$ cat config.mk
export PLATFORM = sky130hd
export DESIGN_NAME = cmos_frame_gate
export DESIGN_NICKNAME = d
export VERILOG_FILES = /design/src/rtl/cmos_frame_gate_pkg.sv /design/src/rtl/cmos_frame_gate_edge_det.sv /design/src/rtl/cmos_frame_gate.sv
export SDC_FILE = /design/constraint.sdc
export NUM_CORES = 1
export LEC_CHECK = 0
export ABC_AREA = 1
export CAP_MARGIN = 30
export CORE_ASPECT_RATIO = 0.7
export CORE_MARGIN = 2
export CORE_UTILIZATION = 42
export DETAILED_ROUTE_END_ITERATION = 12
export PLACE_DENSITY = 0.76
export SLEW_MARGIN = 20
export SYNTH_ARGS = -nofsm -noshare
export SYNTH_HDL_FRONTEND = slang
export SYNTH_SLANG_ARGS = --single-unit
export TNS_END_PERCENT = 1
$ cat constraint.sdc
create_clock -name pclk -period 2.85 [get_ports pclk]
set_input_delay 0.57 -clock pclk [delete_from_list [all_inputs] [get_ports pclk]]
set_output_delay 0.57 -clock pclk [all_outputs]
set_load 0.01 [all_outputs]
$ cat src/rtl/cmos_frame_gate_pkg.sv
// Shared types and helpers for the camera frame gate.
// Holds the FSM state encoding and the common counter width.
package cmos_frame_gate_pkg;

    localparam int CNT_W = 12;

    typedef enum logic [1:0] {
        S_SKIP   = 2'd0,
        S_WAIT   = 2'd1,
        S_ACTIVE = 2'd2,
        S_DROP   = 2'd3
    } state_t;

    localparam logic [CNT_W-1:0] CNT_MAX = {CNT_W{1'b1}};

    // Increment that sticks at lim instead of wrapping.
    function automatic logic [CNT_W-1:0] sat_inc(input logic [CNT_W-1:0] v,
                                                 input logic [CNT_W-1:0] lim);
        return (v < lim) ? v + CNT_W'(1) : lim;
    endfunction

endpackage

$ cat src/rtl/cmos_frame_gate_edge_det.sv
// Registered rising/falling edge detector with optional input inversion.
// Edge pulses appear one cycle after the input changes level.
module cmos_edge_det #(
    parameter bit INV = 1'b0
) (
    input  logic clk,
    input  logic rst_n,
    input  logic sig,
    output logic rise,
    output logic fall
);

    logic sig_n;
    logic sig_q;

    assign sig_n = sig ^ INV;

    always_ff @(posedge clk or negedge rst_n) begin
        if (!rst_n) begin
            sig_q <= 1'b0;
            rise  <= 1'b0;
            fall  <= 1'b0;
        end else begin
            sig_q <= sig_n;
            rise  <= sig_n & ~sig_q;
            fall  <= ~sig_n & sig_q;
        end
    end

endmodule

$ cat src/rtl/cmos_frame_gate.sv
// Frame gate between the camera byte packer and the HDMI frame FIFO.
// Define CMOS_FRAME_STATS_EN to add the raw line length / line count outputs.
//
// state    | meaning
// S_SKIP   | discarding settle frames, counting frame boundaries
// S_WAIT   | waiting for a frame boundary to start writing
// S_ACTIVE | writing in-window pixels of the current frame
// S_DROP   | frame lost to FIFO overflow, waiting for next boundary
module cmos_frame_gate
    import cmos_frame_gate_pkg::*;
#(
    parameter int SKIP_FRAMES = 10,
    parameter int H_ACTIVE    = 800,
    parameter int V_ACTIVE    = 480,
    parameter bit VS_POL      = 1'b1
) (
    input  logic             pclk,
    input  logic             rst_n,
    input  logic             vsync_i,
    input  logic             de_i,
    input  logic [15:0]      pdata_i,
    input  logic             fifo_full_i,
    output logic             fifo_wr_en,
    output logic [15:0]      fifo_wr_data,
    output logic             frame_start,
    output logic             frame_done,
    output logic             overflow,
`ifdef CMOS_FRAME_STATS_EN
    output logic [CNT_W-1:0] line_len_o,
    output logic [CNT_W-1:0] line_cnt_o,
`endif
    output logic             active
);

    localparam logic [CNT_W-1:0] H_LIM     = CNT_W'(H_ACTIVE);
    localparam logic [CNT_W-1:0] V_LIM     = CNT_W'(V_ACTIVE);
    localparam logic [CNT_W-1:0] H_LAST    = CNT_W'(H_ACTIVE - 1);
    localparam logic [CNT_W-1:0] V_LAST    = CNT_W'(V_ACTIVE - 1);
    localparam logic [CNT_W-1:0] SKIP_LAST = CNT_W'((SKIP_FRAMES > 0) ? SKIP_FRAMES - 1 : 0);
    localparam bit               SKIP_NONE = (SKIP_FRAMES == 0);

    state_t           state;
    state_t           state_nxt;
    logic             fb;
    logic             line_end;
    logic             vs_rise;
    logic             de_rise;
    logic             unused_rise;
    logic [CNT_W-1:0] skip_cnt;
    logic [CNT_W-1:0] x;
    logic [CNT_W-1:0] y;
    logic [CNT_W-1:0] x_eff;
    logic [CNT_W-1:0] y_eff;
    logic             in_win;
    logic             want_wr;
    logic             wr_now;
    logic             ovf_now;
    logic             done_now;
    logic             start_now;

    // Normalise vsync so its inactive transition is always the falling edge.
    cmos_edge_det #(.INV(VS_POL == 1'b0)) u_vs_edge (
        .clk   (pclk),
        .rst_n (rst_n),
        .sig   (vsync_i),
        .rise  (vs_rise),
        .fall  (fb)
    );

    cmos_edge_det #(.INV(1'b0)) u_de_edge (
        .clk   (pclk),
        .rst_n (rst_n),
        .sig   (de_i),
        .rise  (de_rise),
        .fall  (line_end)
    );

    assign unused_rise = vs_rise ^ de_rise;

    // Line end and a new pixel may land on the same cycle, so position uses the post-line-end view.
    always_comb begin
        x_eff = line_end ? '0 : x;
        y_eff = (line_end && x != '0) ? sat_inc(y, V_LIM) : y;
    end

    assign in_win = de_i && (x_eff < H_LIM) && (y_eff < V_LIM);

    always_ff @(posedge pclk or negedge rst_n) begin
        if (!rst_n) begin
            state <= S_SKIP;
        end else begin
            state <= state_nxt;
        end
    end

    always_comb begin
        state_nxt = state;
        start_now = 1'b0;
        want_wr   = (state == S_ACTIVE) && !fb && in_win;
        wr_now    = want_wr && !fifo_full_i;
        ovf_now   = want_wr && fifo_full_i;
        done_now  = wr_now && (x_eff == H_LAST) && (y_eff == V_LAST);
        case (state)
            S_SKIP: begin
                if (SKIP_NONE || (fb && skip_cnt == SKIP_LAST)) begin
                    state_nxt = S_WAIT;
                end
            end
            S_WAIT, S_DROP: begin
                if (fb) begin
                    state_nxt = S_ACTIVE;
                    start_now = 1'b1;
                end
            end
            S_ACTIVE: begin
                if (fb) begin
                    state_nxt = S_ACTIVE;
                    start_now = 1'b1;
                end else if (ovf_now) begin
                    state_nxt = S_DROP;
                end else if (done_now) begin
                    state_nxt = S_WAIT;
                end
            end
            default: state_nxt = S_SKIP;
        endcase
    end

    always_ff @(posedge pclk or negedge rst_n) begin
        if (!rst_n) begin
            skip_cnt <= '0;
        end else if (state == S_SKIP && fb) begin
            skip_cnt <= skip_cnt + CNT_W'(1);
        end
    end

    always_ff @(posedge pclk or negedge rst_n) begin
        if (!rst_n) begin
            x <= '0;
            y <= '0;
        end else if (fb) begin
            x <= '0;
            y <= '0;
        end else begin
            x <= de_i ? sat_inc(x_eff, H_LIM) : x_eff;
            y <= y_eff;
        end
    end

    always_ff @(posedge pclk or negedge rst_n) begin
        if (!rst_n) begin
            fifo_wr_en   <= 1'b0;
            fifo_wr_data <= '0;
            frame_start  <= 1'b0;
            frame_done   <= 1'b0;
            overflow     <= 1'b0;
        end else begin
            fifo_wr_en  <= wr_now;
            frame_start <= start_now;
            frame_done  <= done_now;
            if (wr_now) begin
                fifo_wr_data <= pdata_i;
            end
            if (start_now) begin
                overflow <= 1'b0;
            end else if (ovf_now) begin
                overflow <= 1'b1;
            end
        end
    end

    assign active = (state != S_SKIP);

`ifdef CMOS_FRAME_STATS_EN
    logic [CNT_W-1:0] raw_x;
    logic [CNT_W-1:0] raw_y;
    logic [CNT_W-1:0] last_len;
    logic [CNT_W-1:0] raw_x_eff;
    logic [CNT_W-1:0] raw_y_eff;
    logic [CNT_W-1:0] last_len_eff;

    always_comb begin
        raw_x_eff    = line_end ? '0 : raw_x;
        raw_y_eff    = raw_y;
        last_len_eff = last_len;
        if (line_end && raw_x != '0) begin
            raw_y_eff    = sat_inc(raw_y, CNT_MAX);
            last_len_eff = raw_x;
        end
    end

    always_ff @(posedge pclk or negedge rst_n) begin
        if (!rst_n) begin
            raw_x      <= '0;
            raw_y      <= '0;
            last_len   <= '0;
            line_len_o <= '0;
            line_cnt_o <= '0;
        end else if (fb) begin
            line_len_o <= last_len_eff;
            line_cnt_o <= raw_y_eff;
            raw_x      <= '0;
            raw_y      <= '0;
            last_len   <= '0;
        end else begin
            raw_x    <= de_i ? sat_inc(raw_x_eff, CNT_MAX) : raw_x_eff;
            raw_y    <= raw_y_eff;
            last_len <= last_len_eff;
        end
    end
`endif

endmodule
# --- Word-level counts from Yosys, hierarchy flattened ---
# Cells that the tools add are included.
word_totals:
  ram_bits: 0
  n_memories: 0
  latch_bits: 0
  in_bits: 21
  regBits: 62
  mem_bits_ro: 0
  elab_cells: 69
classes:
  magnitude_cmp: 3
  shift: 0
  n_eq_ne: 9
  n_addsub: 3
  n_reduce_logical: 20
  n_bitwise: 4
  multipliers: 0
  n_div: 0
  mux: 17
ops:
  columns: ["operator", "count"]
  rows:
  - ["$mux 12", 7]
  - ["$add 12x1->12 const B", 3]
  - ["$lt 12x9->1 const B", 2]
  - ["$eq 12x10->1 const B", 1]
  - ["$eq 12x4->1 const B", 1]
  - ["$eq 12x9->1 const B", 1]
  - ["$lt 12x10->1 const B", 1]
  - ["$reduce_bool 12->1", 1]
  - ["$logic_and 1x1->1", 11]
  - ["$mux 2", 5]
  - ["$pmux 2 s3", 1]
  - ["$eq 2x2->1 const B", 2]
  - ["$mux 1", 4]
  - ["$ne 4x3->1 const B", 1]
  - ["$reduce_bool 2->1", 2]
  - ["$reduce_and 3->1", 1]
  - ["$reduce_or 3->1", 1]
  - ["$and 1x1->1", 2]
  - ["$eq 2x1->1 const B", 1]
  - ["$logic_not 1->1", 2]
  - ["$logic_not 2->1", 1]
  - ["$ne 2x1->1 const B", 1]
  - ["$ne 2x2->1 const B", 1]
  - ["$not 1->1", 2]
  - ["$reduce_or 2->1", 1]

# --- Longest topological paths before layout ---
# Gate-level depths: netlist of run 1.
logic_depth:
  depth_word: 13
  ltp_mapped: 18

# --- By module ---
# Synthesis of run 1 repeated with hierarchy kept, for this count alone.
hier_totals:
  cells_unflattened: 403
  hier_area_um2: 3315.7
by_module_without_submodules:
  columns: ["mod", "area_each_um2", "cells_each", "seq_area_each_um2", "instances"]
  rows:
  - ["cmos_frame_gate", 3135.5, 389, 1451.4, 1]
  - ["cmos_edge_det", 90.1, 7, 75.1, 2]

# --- Least setup slack after synthesis of run 1 ---
# OpenSTA, ideal clock, no wires.
synth_path:
  path_type: "register to register"
  from: "register u_de_edge.fall"
  to: "register state[1]"
  t_arrival_ns: 1.874
  n_path_buf: 1
  path_slack_ns: 0.860
  setup_time_ns: 0.116
  path_stages_with_launch: 17
  path_cell_list: "dfrtp_1 clkbuf_1 nor2_1 ha_1 nand2_1 nor2_1 nand2_1 nor2_1 nand3_1 nor2_1 nand4_1 nor2_1 nand2_1 nand2_1 nand2_1 nand2_1 nand2_1"
synth_between:
  elab_chain_len: 10
  word_cells_on_any_way: 19
  classes_between: "order compare (2); eq/ne (3); mux (5); reduce/logical (9)"
synth_lines:
  columns: ["item", "line", "text"]
  rows:
  - ["from (decl)", "cmos_frame_gate_edge_det.sv:10", "output logic fall"]
  - ["from (signal assigned)", "cmos_frame_gate_edge_det.sv:26", "fall <= ~sig_n & sig_q;"]
  - ["$mux 12 / $logic_and 1x1->1 (equally long branches)", "cmos_frame_gate.sv:82, cmos_frame_gate.sv:83", null]
  - ["$lt 12x10->1 / $mux 12 (equally long branches)", "cmos_frame_gate.sv:86, cmos_frame_gate.sv:83", null]
  - ["$logic_and 1x1->1 / $lt 12x9->1 (equally long branches)", "cmos_frame_gate.sv:86", "assign in_win = de_i && (x_eff < H_LIM) && (y_eff < V_LIM);"]
  - ["$logic_and 1x1->1", "cmos_frame_gate.sv:86", null]
  - ["$logic_and 1x1->1", "cmos_frame_gate.sv:99", "want_wr = (state == S_ACTIVE) && !fb && in_win;"]
  - ["$logic_and 1x1->1", "cmos_frame_gate.sv:100", "wr_now = want_wr && !fifo_full_i;"]
  - ["$logic_and 1x1->1 (2 in series)", "cmos_frame_gate.sv:102", "done_now = wr_now && (x_eff == H_LAST) && (y_eff == V_LAST);"]
  - ["$ne 4x3->1 (no line)", null, null]
  - ["$reduce_and 3->1 (no line)", null, null]
  - ["to (signal assigned)", "cmos_frame_gate.sv:92", "state <= state_nxt;"]
  - ["to (decl)", "cmos_frame_gate.sv:42", "state_t state;"]
# Several ways; a longest one is shown, not always the timed one.
# A chain may end at the register's enable or synchronous reset.

# --- Worst setup path in the final report of run 1 ---
# Ends and elaborated chain as after synthesis.

==> results of run 1 <==
-- worst max path at each step --
stage	endpoint	slack (ns)	cells after the start
6_report	state[1]$_DFFE_PN0P_	0.37	14
5_1_grt	state[1]$_DFFE_PN0P_	0.16	14
4_1_cts	state[1]$_DFFE_PN0P_	0.43	14
3_5_place_dp	state[1]$_DFFE_PN0P_	0.45	14
3_3_place_gp	state[1]$_DFFE_PN0P_	0.46	14
2_1_floorplan	state[1]$_DFFE_PN0P_	0.86	16
-- area by class of cell --
type,instances,area (µm²)
Fill cell,689,3390
Sequential cell,62,1550
Multi-Input combinational cell,277,1340
Timing Repair Buffer,48,458
Inverter,54,205
Clock buffer,10,128
Tap cell,98,123
Clock inverter,6,62.6
-- metal layers --
metal / global-route usage (%) / share of wire, % / vias up
li1: - / - / 1349
met1: 26.8 / 50 / 1212
met2: 26.0 / 42 / 81
met3: 6.33 / 7.2 / 7
met4: 4.68 / 0.77 / 0
met5: 0 / 0 / -
-- worst max-delay path, delay by kind of cell, from the launching register on --
kind / cells / cell delay [ns]
simple gates: 11 / 1.30
flops: 1 / 0.49
compound gates: 2 / 0.44
buf+inv: 1 / 0.14
-- cell families (layout without fill, tap and decap cells) --
kind of cell,Yosys count,after routing
simple gates,229,229
flops,62,62
buf+inv,61,118
compound gates,27,27
xor+xnor,17,17
fa+ha+maj,4,4
-- Yosys cell counts, types with 6 or more instances --
master / n / share of area, %
nor3_1: 13 / 2.1
o21ai_0: 11 / 1.8
xnor2_1: 6 / 1.7
dfrtp_1: 62 / 49
inv_1: 51 / 6.1
nand3_1: 25 / 4.0
nand2_1: 118 / 14
xor2_1: 11 / 3.1
a21oi_1: 7 / 1.1
nor2_1: 58 / 6.9
-- flip-flops by register name (all words and copies together) (netlist names) --
name	flops
frame_done	1
y	12
u_de_edge.fall	1
u_vs_edge.fall	1
fifo_wr_en	1
overflow	1
state	2
u_de_edge.sig_q	1
x	12
frame_start	1
u_vs_edge.sig_q	1
skip_cnt	12
fifo_wr_data	16
-- where the power goes --
part | switching [mW] | internal [mW]
logic | 0.422 | 0.402
clock network | 0.344 | 0.400
registers | 0.133 | 1.07
total | 0.898 | 1.87
-- through the flow --
step / cells / setup slack, ns / util (%)
after floorplan: 400 / 0.860 / -
after global placement: 539 / 0.461 / 50.6
after detailed placement: 539 / 0.449 / 50.6
after CTS: 555 / 0.425 / 53.2
after global routing: 555 / 0.158 / 53.2
final: 555 / 0.367 / 53.2
==> results.md, run 1 <==
* Synth Area in Adders at 1.59%
* Ys Warns at 0
* Final setup fails at 0
* Drt total wl at 6730 µm
* Crit. Startpoint: u_de_edge.fall$_DFF_PN0_
* Worst reg2reg path endpoint: state[1]$_DFFE_PN0P_
* PortBufs at 41
* Hold_buf cts at 0
* Layout cells sized above 1 at 7.22%
* CP cell instances: inv_2 > nand2_1 > nand3_1 > a21oi_2 > nand2_2 > nor2_1 > nand3_1 > o21bai_4 > nor2_8 > nand2_1 > nand2_1 > nand2_1 > nand2_1 > nand2_1
* Startpoint Class: register
* CP Class: reg -> reg
* Pins Over Slew Limit at 0
* 1st-iter DRT viols at 179
* PwrDens at 716 nW/µm²
* EDFF count, synth at 0
* Worst clock skew at 0.00568 ns
* Achievable Freq at 403 MHz
* CTS tree: done
* DP HPWL at 4980 µm
* Hold Path Class: in -> async
* Ant. Diodes at 0
* Most used DFF post-synth: dfrtp_1
* First-pass GRT wire length at 11800 µm
* Die area at 8190 µm²
* Worst reg2reg startpoint: u_de_edge.fall$_DFF_PN0_
* Fin area at 3860 µm²
* Simple logic cell fraction of the synthesized area at 30.6%
* Avg Inst Size Synth at 7.85 µm²
* Worst-skew pair later-pin latency at 0.35 ns
* Leakage at 1.96 nW
* Initial Util at 43.3%
* Worst EP arrival at 2.72 ns
* DRC Markers at 0
* Synth Area in Compound Gates at 5.58%
* Mapped Area at 3140 µm²
* PostCTS Resize Cnt at 0
* Mux share of post-synthesis cell area at 0%
* Pre-antenna DRT Iters at 4
* Final total power at 2.77 mW
* Post-Syn Instances at 400
* Crit Path Max Fanout at 19
* Die X at 107 µm
* Setup slack, reg-to-reg at 0.37 ns
* CTS Buf Count at 9
* Worst R2R Path Depth at 14
* CTS Sinks at 62
* Site Rows at 26
* Placed instance area at 3670 µm²
* RSZ-0062 raised after global routing: no
* Status: finished clean
* Slew headroom at 59.1%
* XOR/XNOR Fraction of Synth Area at 4.74%
* H-Tree Depth at 3
* Final Hold Viols at 0
* Critical Path Max Stage Delay at 0.49 ns
* Critical path's slowest cell: dfrtp_1
* Post-route setup TNS at 0 ns
* Area delta synth->final at 23.1%
* Commonest non-fill, non-tap cells in the layout: 118 x nand2_1, 62 x dfrtp_1, 58 x nor2_1
* Avg WL per Cell at 12.1 µm
* Via density at 4.77
* Crit path time final at 2.48 ns
* Syn nets at 425
* DR vias at 2649
* Worst EP required at 3.09 ns
* Postcts setup bufs at 0
* Seq/Total Area, Yosys at 49.4%
* Root Buffer Master: clkbuf_8
* #FFs+latches synth at 62
* Clk slew on worst S/H paths at 0.07 ns
* Num ports at 42
* Initial antenna violation count at 0
* Min Hold Slack at 0.230 ns
* Clock buffer depth at 2
* Core area at 7250 µm²
* Most frequent CP cell: nand2_1
* Max VDD drop at 0.262 mV
* Slew @ Worst Pin at 0.613 ns
* CP Capture Type: register
* Synth async-reset ratio at 100%
* Most common cell after layout, fill and taps aside: nand2_1
* Largest net degree at the start of global routing at 28
* Largest family of logic cells by synthesized area: simple AND/OR/NAND/NOR gates
* Nets at 477
* GRT overflow at 0
* Synth unique cells at 31
* Die Y at 76.3 µm
* Total track usage at 18.3%
* Max cap viols at 0
* Final period utilization at 87.1%
* Post-route ant nets at 0
* RePlAce Congestion at 0.922
* Vias in the first global route at 2499
Power figures use the tool's default switching activity.
==> run 2: changes to the inputs <==
CTS_BUF_LIST = sky130_fd_sc_hd__clkbuf_4 sky130_fd_sc_hd__clkbuf_8   (was default)
==> run 2 against run 1 <==
- sequential share of layout area about the same
- clock skew about the same
- worst hold slack about the same
- utilization up 0.052 points
- critical path depth unchanged
- sequential power about the same
==> results.md, run 2 (synthesized netlist as in run 1, its figures left out) <==
* DRC Markers at 0 (unchanged)
* Final setup fails at 0 (unchanged)
* DP HPWL at 4980 µm (unchanged)
* Sw Share at 32.4% (-0.11 points)
* Pins Over Slew Limit at 0 (unchanged)
* Max FFs per register at 16 (unchanged)
* Crit. Startpoint: u_de_edge.fall$_DFF_PN0_
* Comb pwr share at 29.7% (about the same)
* Buffers and inverters on the worst path at 1 (unchanged)
* Most common cell after layout, fill and taps aside: nand2_1
* Critical path's slowest cell: dfrtp_1
* Commonest non-fill, non-tap cells in the layout: 118 x nand2_1, 62 x dfrtp_1, 58 x nor2_1
* CTS Buf Count at 9 (unchanged)
* GRT overflow at 0 (unchanged)
* Postcts setup bufs at 0 (unchanged)
* Max cap viols at 0 (unchanged)
* CP delay by family, top: simple AND/OR/NAND/NOR gates
* PortBufs at 41 (unchanged)
* Post-place setup slack at 0.449 ns (unchanged)
* CP cell instances: inv_2 > nand2_1 > nand3_1 > a21oi_2 > nand2_2 > nor2_1 > nand3_1 > o21bai_4 > nor2_8 > nand2_1 > nand2_1 > nand2_1 > nand2_1 > nand2_1
* Final Hold Viols at 0 (unchanged)
* Core area at 7250 µm² (unchanged)
* Root Buffer Master: clkbuf_8
* Hold_buf cts at 0 (unchanged)
* RSZ-0062 raised after global routing: no
* Final period utilization at 87.1% (about the same)
* Worst R2R Path Depth at 14 (unchanged)
* Die X at 107 µm (unchanged)
* Startpoint Class: register
* Die Y at 76.3 µm (unchanged)
* Die area at 8190 µm² (unchanged)
* Vias in the first global route at 2499 (unchanged)
* CP Capture Type: register
* Max VDD drop at 0.263 mV (about the same)
* Hold Path Class: in -> async
* First-pass GRT wire length at 11800 µm (unchanged)
* H-Tree Depth at 3 (unchanged)
* Status: finished clean
* Worst clock skew at 0.00568 ns (-0.0000000900 ns)
* Critical Path End: state[1]$_DFFE_PN0P_
* CTS tree: done
* Crit path time final at 2.48 ns (-0.0000670 ns)
* Worst EP arrival at 2.72 ns (about the same)
* Drt total wl at 6730 µm (unchanged)
* Initial Util at 43.3% (unchanged)
* PwrDens at 718 nW/µm² (+0.25%)
* Clock buffer depth at 2 (unchanged)
* Reg power frac at 43.2% (-0.2 points)
* Avg WL per Cell at 12.1 µm (unchanged)
* PostCTS Resize Cnt at 0 (unchanged)
* Achievable Freq at 403 MHz (about the same)
* Critical Path Max Stage Delay at 0.49 ns (about the same)
* Leakage at 1.96 nW (+0.17%)
* Post-route setup TNS at 0 ns (unchanged)
* Most frequent CP cell: nand2_1
* Layout cells sized above 1 at 7.44% (+0.22 points)
* Nets at 477 (unchanged)
* Total track usage at 18.3% (unchanged)
* Clock power frac at 27.1% (+0.2 points)
* Area delta synth->final at 23.2% (about the same)
* Worst reg2reg path endpoint: state[1]$_DFFE_PN0P_
* NetSw at 898 µW (about the same)
* Post-route ant nets at 0 (unchanged)
* Num ports at 42 (unchanged)
* Pint at 1.88 mW (+0.51%)
* Crit Path Max Fanout at 19 (unchanged)
* Final setup margin at 0.367 ns (+0.0000670 ns)
* Largest net degree at the start of global routing at 28 (unchanged)
* Worst EP required at 3.09 ns (about the same)
* Clk slew on worst S/H paths at 0.07 ns (about the same)
* DR vias at 2649 (unchanged)
* CTS Sinks at 62 (unchanged)
* Initial antenna violation count at 0 (unchanged)
* Worst-skew pair later-pin latency at 0.35 ns (about the same)
* Slew headroom at 59.1% (unchanged)
* Site Rows at 26 (unchanged)
* Slew @ Worst Pin at 0.613 ns (unchanged)
* RePlAce Congestion at 0.922 (unchanged)
* Critical Path Stages at 14 (unchanged)
* Pre-antenna DRT Iters at 4 (unchanged)
* Ant. Diodes at 0 (unchanged)
* CP Class: reg -> reg
* Via density at 4.77 (unchanged)
* Worst reg2reg startpoint: u_de_edge.fall$_DFF_PN0_
* 1st-iter DRT viols at 179 (unchanged)
* Largest Register: fifo_wr_data
* Setup slack, reg-to-reg at 0.37 ns (about the same)
run 2: per-stage QoR:
stage | utilization, % | hold WS, ns | std cells | power (mW) | cell area [µm²]
floorplan | - | 0.274 | 400 | 1.64 | 3140
global placement | 50.6 | 0.446 | 539 | 2.02 | 3670
detailed placement | 50.6 | 0.450 | 539 | 2.04 | 3670
CTS | 53.3 | 0.233 | 555 | 2.81 | 3870
global route | 53.3 | 0.263 | 555 | 2.99 | 3870
finish | 53.3 | 0.230 | 555 | 2.78 | 3870
run 2: worst min path at each step:
stage / slack [ns] / to / from
6_report: 0.23 / y[4]$_DFF_PN0_ / rst_n
5_1_grt: 0.26 / fifo_wr_data[5]$_DFFE_PN0P_ / rst_n
4_1_cts: 0.23 / y[3]$_DFF_PN0_ / rst_n
3_5_place_dp: 0.45 / u_de_edge.fall$_DFF_PN0_ / u_de_edge.sig_q$_DFF_PN0_
3_3_place_gp: 0.45 / u_vs_edge.fall$_DFF_PN0_ / u_vs_edge.sig_q$_DFF_PN0_
2_1_floorplan: 0.27 / fifo_wr_data[0]$_DFFE_PN0P_ / rst_n
run 2: power by group through the flow:
stage,Combinational (mW),Sequential (mW),Clock [mW]
final,0.824,1.20,0.753
after global routing,0.940,1.23,0.820
after CTS,0.831,1.20,0.779
after detailed placement,0.825,1.22,0
after global placement,0.808,1.21,0
after floorplan,0.390,1.25,0
run 2: layout make-up:
cell class / count / area (µm²)
fill: 689 / 3390
inverter: 54 / 205
clock inverter: 6 / 62.6
sequential: 62 / 1550
multi-input combinational: 277 / 1340
clock buffer: 10 / 131
timing repair buffer: 48 / 458
tap: 98 / 123
run 2: layer usage:
metal  up-vias  global-route usage (%)  share of wire (%)
li1       1349                       -                  -
met1      1212                    26.8                 50
met2        81                    26.0                 42
met3         7                    6.33                7.2
met4         0                    4.68               0.77
met5         -                       0                  0
==> run 3: changes to the inputs <==
CORE_MARGIN = 5   (was 2)
==> run 3 against run 2 <==
- via count decreased by 0.79%
- setup slack improved by 0.098 ns
- first-iteration DRC count decreased by 8.4%
- sequential share of layout area decreased by 0.13 points
- clock skew increased by 0.0058 ns
- non-clock buffer count decreased by 2
- total power increased by 3.9%
- utilization decreased by 0.066 points
- final area increased by 0.32%
- worst hold slack improved by 0.15 ns
- largest cell class unchanged
==> results.md, run 3 (synthesized netlist as in run 1, its figures left out) <==
* Status: finished clean
* Post-route setup TNS at 0 ns (unchanged)
* Largest Register: fifo_wr_data
* PwrDens at 744 nW/µm² (+3.5%)
* Core area at 7290 µm² (+0.45%)
* Initial Util at 43.1% (-0.19 points)
* Buffers and inverters on the worst path at 0 (-1)
* Pre-antenna DRT Iters at 6 (+2)
* Total track usage at 15.6% (-2.8 points)
* Worst EP arrival at 2.61 ns (-0.11 ns)
* Comb pwr share at 28.5% (-1.2 points)
* Pint at 2.00 mW (+6.5%)
* Clock buffer depth at 2 (unchanged)
* Max FFs per register at 16 (unchanged)
* Vias in the first global route at 2441 (-2.3%)
* Slew headroom at 49.9% (-9.2 points)
* Nets at 475 (-0.42%)
* Num ports at 42 (unchanged)
* Crit Path Max Fanout at 19 (unchanged)
* Initial antenna violation count at 0 (unchanged)
* Worst reg2reg startpoint: x[11]$_DFF_PN0_
* Area delta synth->final at 23.6%
* Pins Over Slew Limit at 0 (unchanged)
* CP cell instances: or2_1 > nor2_1 > nand2_2 > nand2_2 > o21ai_0 > nand4_1 > o21bai_4 > nor2_8 > nand2_1 > nand2_1 > nand2_1 > nand2_1 > nand2_1
* Critical Path Max Stage Delay at 0.38 ns (-0.11 ns)
* Commonest non-fill, non-tap cells in the layout: 118 x nand2_1, 62 x dfrtp_1, 58 x nor2_1
* Placed instance area at 3660 µm² (-0.41%)
* Die area at 9330 µm² (+14%)
* GRT overflow at 0 (unchanged)
* Critical path's slowest cell: dfrtp_1
* DP HPWL at 4760 µm (-4.5%)
* Hold_buf cts at 0 (unchanged)
* Final total power at 2.88 mW (+3.9%)
* CP delay by family, top: simple AND/OR/NAND/NOR gates
* Inst Count DP at 537 (-0.37%)
* CP Capture Type: register
* Final period utilization at 83.7% (-3.5 points)
* Final Hold Viols at 0 (unchanged)
* Clk slew on worst S/H paths at 0.07 ns (about the same)
* Post-place setup slack at 0.493 ns (+0.0436 ns)
* Min Hold Slack at 0.378 ns (+0.148 ns)
* Drt total wl at 6770 µm (+0.53%)
* Die Y at 82.3 µm (+7.9%)
* Achievable Freq at 419 MHz (+4.1%)
* Die X at 113 µm (+5.6%)
* First-pass GRT wire length at 11500 µm (-2.7%)
* CP Class: reg -> reg
* Ant. Diodes at 0 (unchanged)
* Setup slack, reg-to-reg at 0.47 ns (+0.10 ns)
* 1st-iter DRT viols at 164 (-8.4%)
* Worst-skew pair later-pin latency at 0.34 ns (about the same)
* Most common cell after layout, fill and taps aside: nand2_1
* Root Buffer Master: clkbuf_8
* Hold Path Class: in -> async
* Post-route ant nets at 0 (unchanged)
* RSZ-0062 raised after global routing: no
* Final setup fails at 0 (unchanged)
* Sw Share at 30.6% (-1.7 points)
* Worst EP required at 3.08 ns (about the same)
* Fin area at 3880 µm² (+0.32%)
* Largest net degree at the start of global routing at 63 (+130%)
* DR vias at 2628 (-0.79%)
* CTS Buf Count at 9 (unchanged)
* NetSw at 883 µW (-1.7%)
* Final Non-Filler Cells at 552 (-0.54%)
* Final setup margin at 0.466 ns (+0.0983 ns)
* Leakage at 1.97 nW (+0.69%)
* Max VDD drop at 0.326 mV (+24%)
* Fillers at 670 (-2.8%)
* Postcts setup bufs at 0 (unchanged)
* Util after Layout at 53.2% (-0.066 points)
* Reg power frac at 41.7% (-1.5 points)
* Slew @ Worst Pin at 0.752 ns (+0.139 ns)
* PostCTS Resize Cnt at 0 (unchanged)
* Avg WL per Cell at 12.3 µm (+1.1%)
* Most frequent CP cell: nand2_1
* Via density at 4.76 (-0.25%)
* Crit path time final at 2.38 ns (-0.0983 ns)
* PortBufs at 41 (unchanged)
* Max cap viols at 0 (unchanged)
* CTS tree: done
* Worst R2R Path Depth at 13 (-1)
* RePlAce Congestion at 0.888 (-3.7%)
* Startpoint Class: register
* Worst reg2reg path endpoint: state[1]$_DFFE_PN0P_
* Worst clock skew at 0.0115 ns (+0.00578 ns)
* Site Rows at 26 (unchanged)
* CTS Sinks at 62 (unchanged)
* Layout cells sized above 1 at 6.83% (-0.61 points)
* Clock power frac at 29.8% (+2.7 points)
* DRC Markers at 0 (unchanged)
* H-Tree Depth at 3 (unchanged)
## run 3: cell count changes in the layout (fill, tap and decap cells not counted)
cell,change
bufinv_16,+1
clkinvlp_4,-3
buf_4,-2
clkbuf_4,-1
clkbuf_8,+2
## run 3: power groups by stage
stage,logic [mW],registers [mW],clock network [mW]
3_5_place_dp,0.826,1.22,0
3_3_place_gp,0.805,1.21,0
5_1_grt,0.922,1.23,0.920
4_1_cts,0.835,1.20,0.881
6_report,0.822,1.20,0.859
2_1_floorplan,0.390,1.25,0
## run 3: area by class of cell
class                           count  area [µm²]  area share, %
Sequential cell                    62        1550           40.0
Clock inverter                      4        70.1           1.81
Timing Repair Buffer               46         443           11.4
Clock buffer                       11         151           3.90
Multi-Input combinational cell    277        1340           34.4
Tap cell                           98         123           3.16
Inverter                           54         205           5.29
## run 3: routing by layer
| layer | up-vias | routed length (µm) | global-route usage, % |
|---|---|---|---|
| met5 | - | 0 | 0 |
| met4 | 0 | 54 | 4.32 |
| met3 | 8 | 491 | 4.66 |
| met2 | 78 | 2980 | 24.5 |
| met1 | 1192 | 3240 | 21.2 |
| li1 | 1350 | - | - |
## run 3: worst max path at each step
stage	to	cells past startpoint	slack [ns]	from
2_1_floorplan	state[1]$_DFFE_PN0P_	16	0.86	u_de_edge.fall$_DFF_PN0_
3_3_place_gp	state[1]$_DFFE_PN0P_	14	0.52	u_de_edge.fall$_DFF_PN0_
3_5_place_dp	state[1]$_DFFE_PN0P_	14	0.49	u_de_edge.fall$_DFF_PN0_
4_1_cts	state[1]$_DFFE_PN0P_	14	0.48	u_de_edge.fall$_DFF_PN0_
5_1_grt	state[1]$_DFFE_PN0P_	14	0.17	u_de_edge.fall$_DFF_PN0_
6_report	state[1]$_DFFE_PN0P_	13	0.47	x[11]$_DFF_PN0_
## run 3: worst register-to-register path: stages, from the launching register on
cell	delay (ns)
dfrtp_1	0.38
or2_1	0.25
nor2_1	0.16
nand2_2	0.14
nand2_2	0.25
o21ai_0	0.18
nand4_1	0.22
o21bai_4	0.12
nor2_8	0.24
nand2_1	0.11
nand2_1	0.10
nand2_1	0.05
nand2_1	0.06
nand2_1	0.04
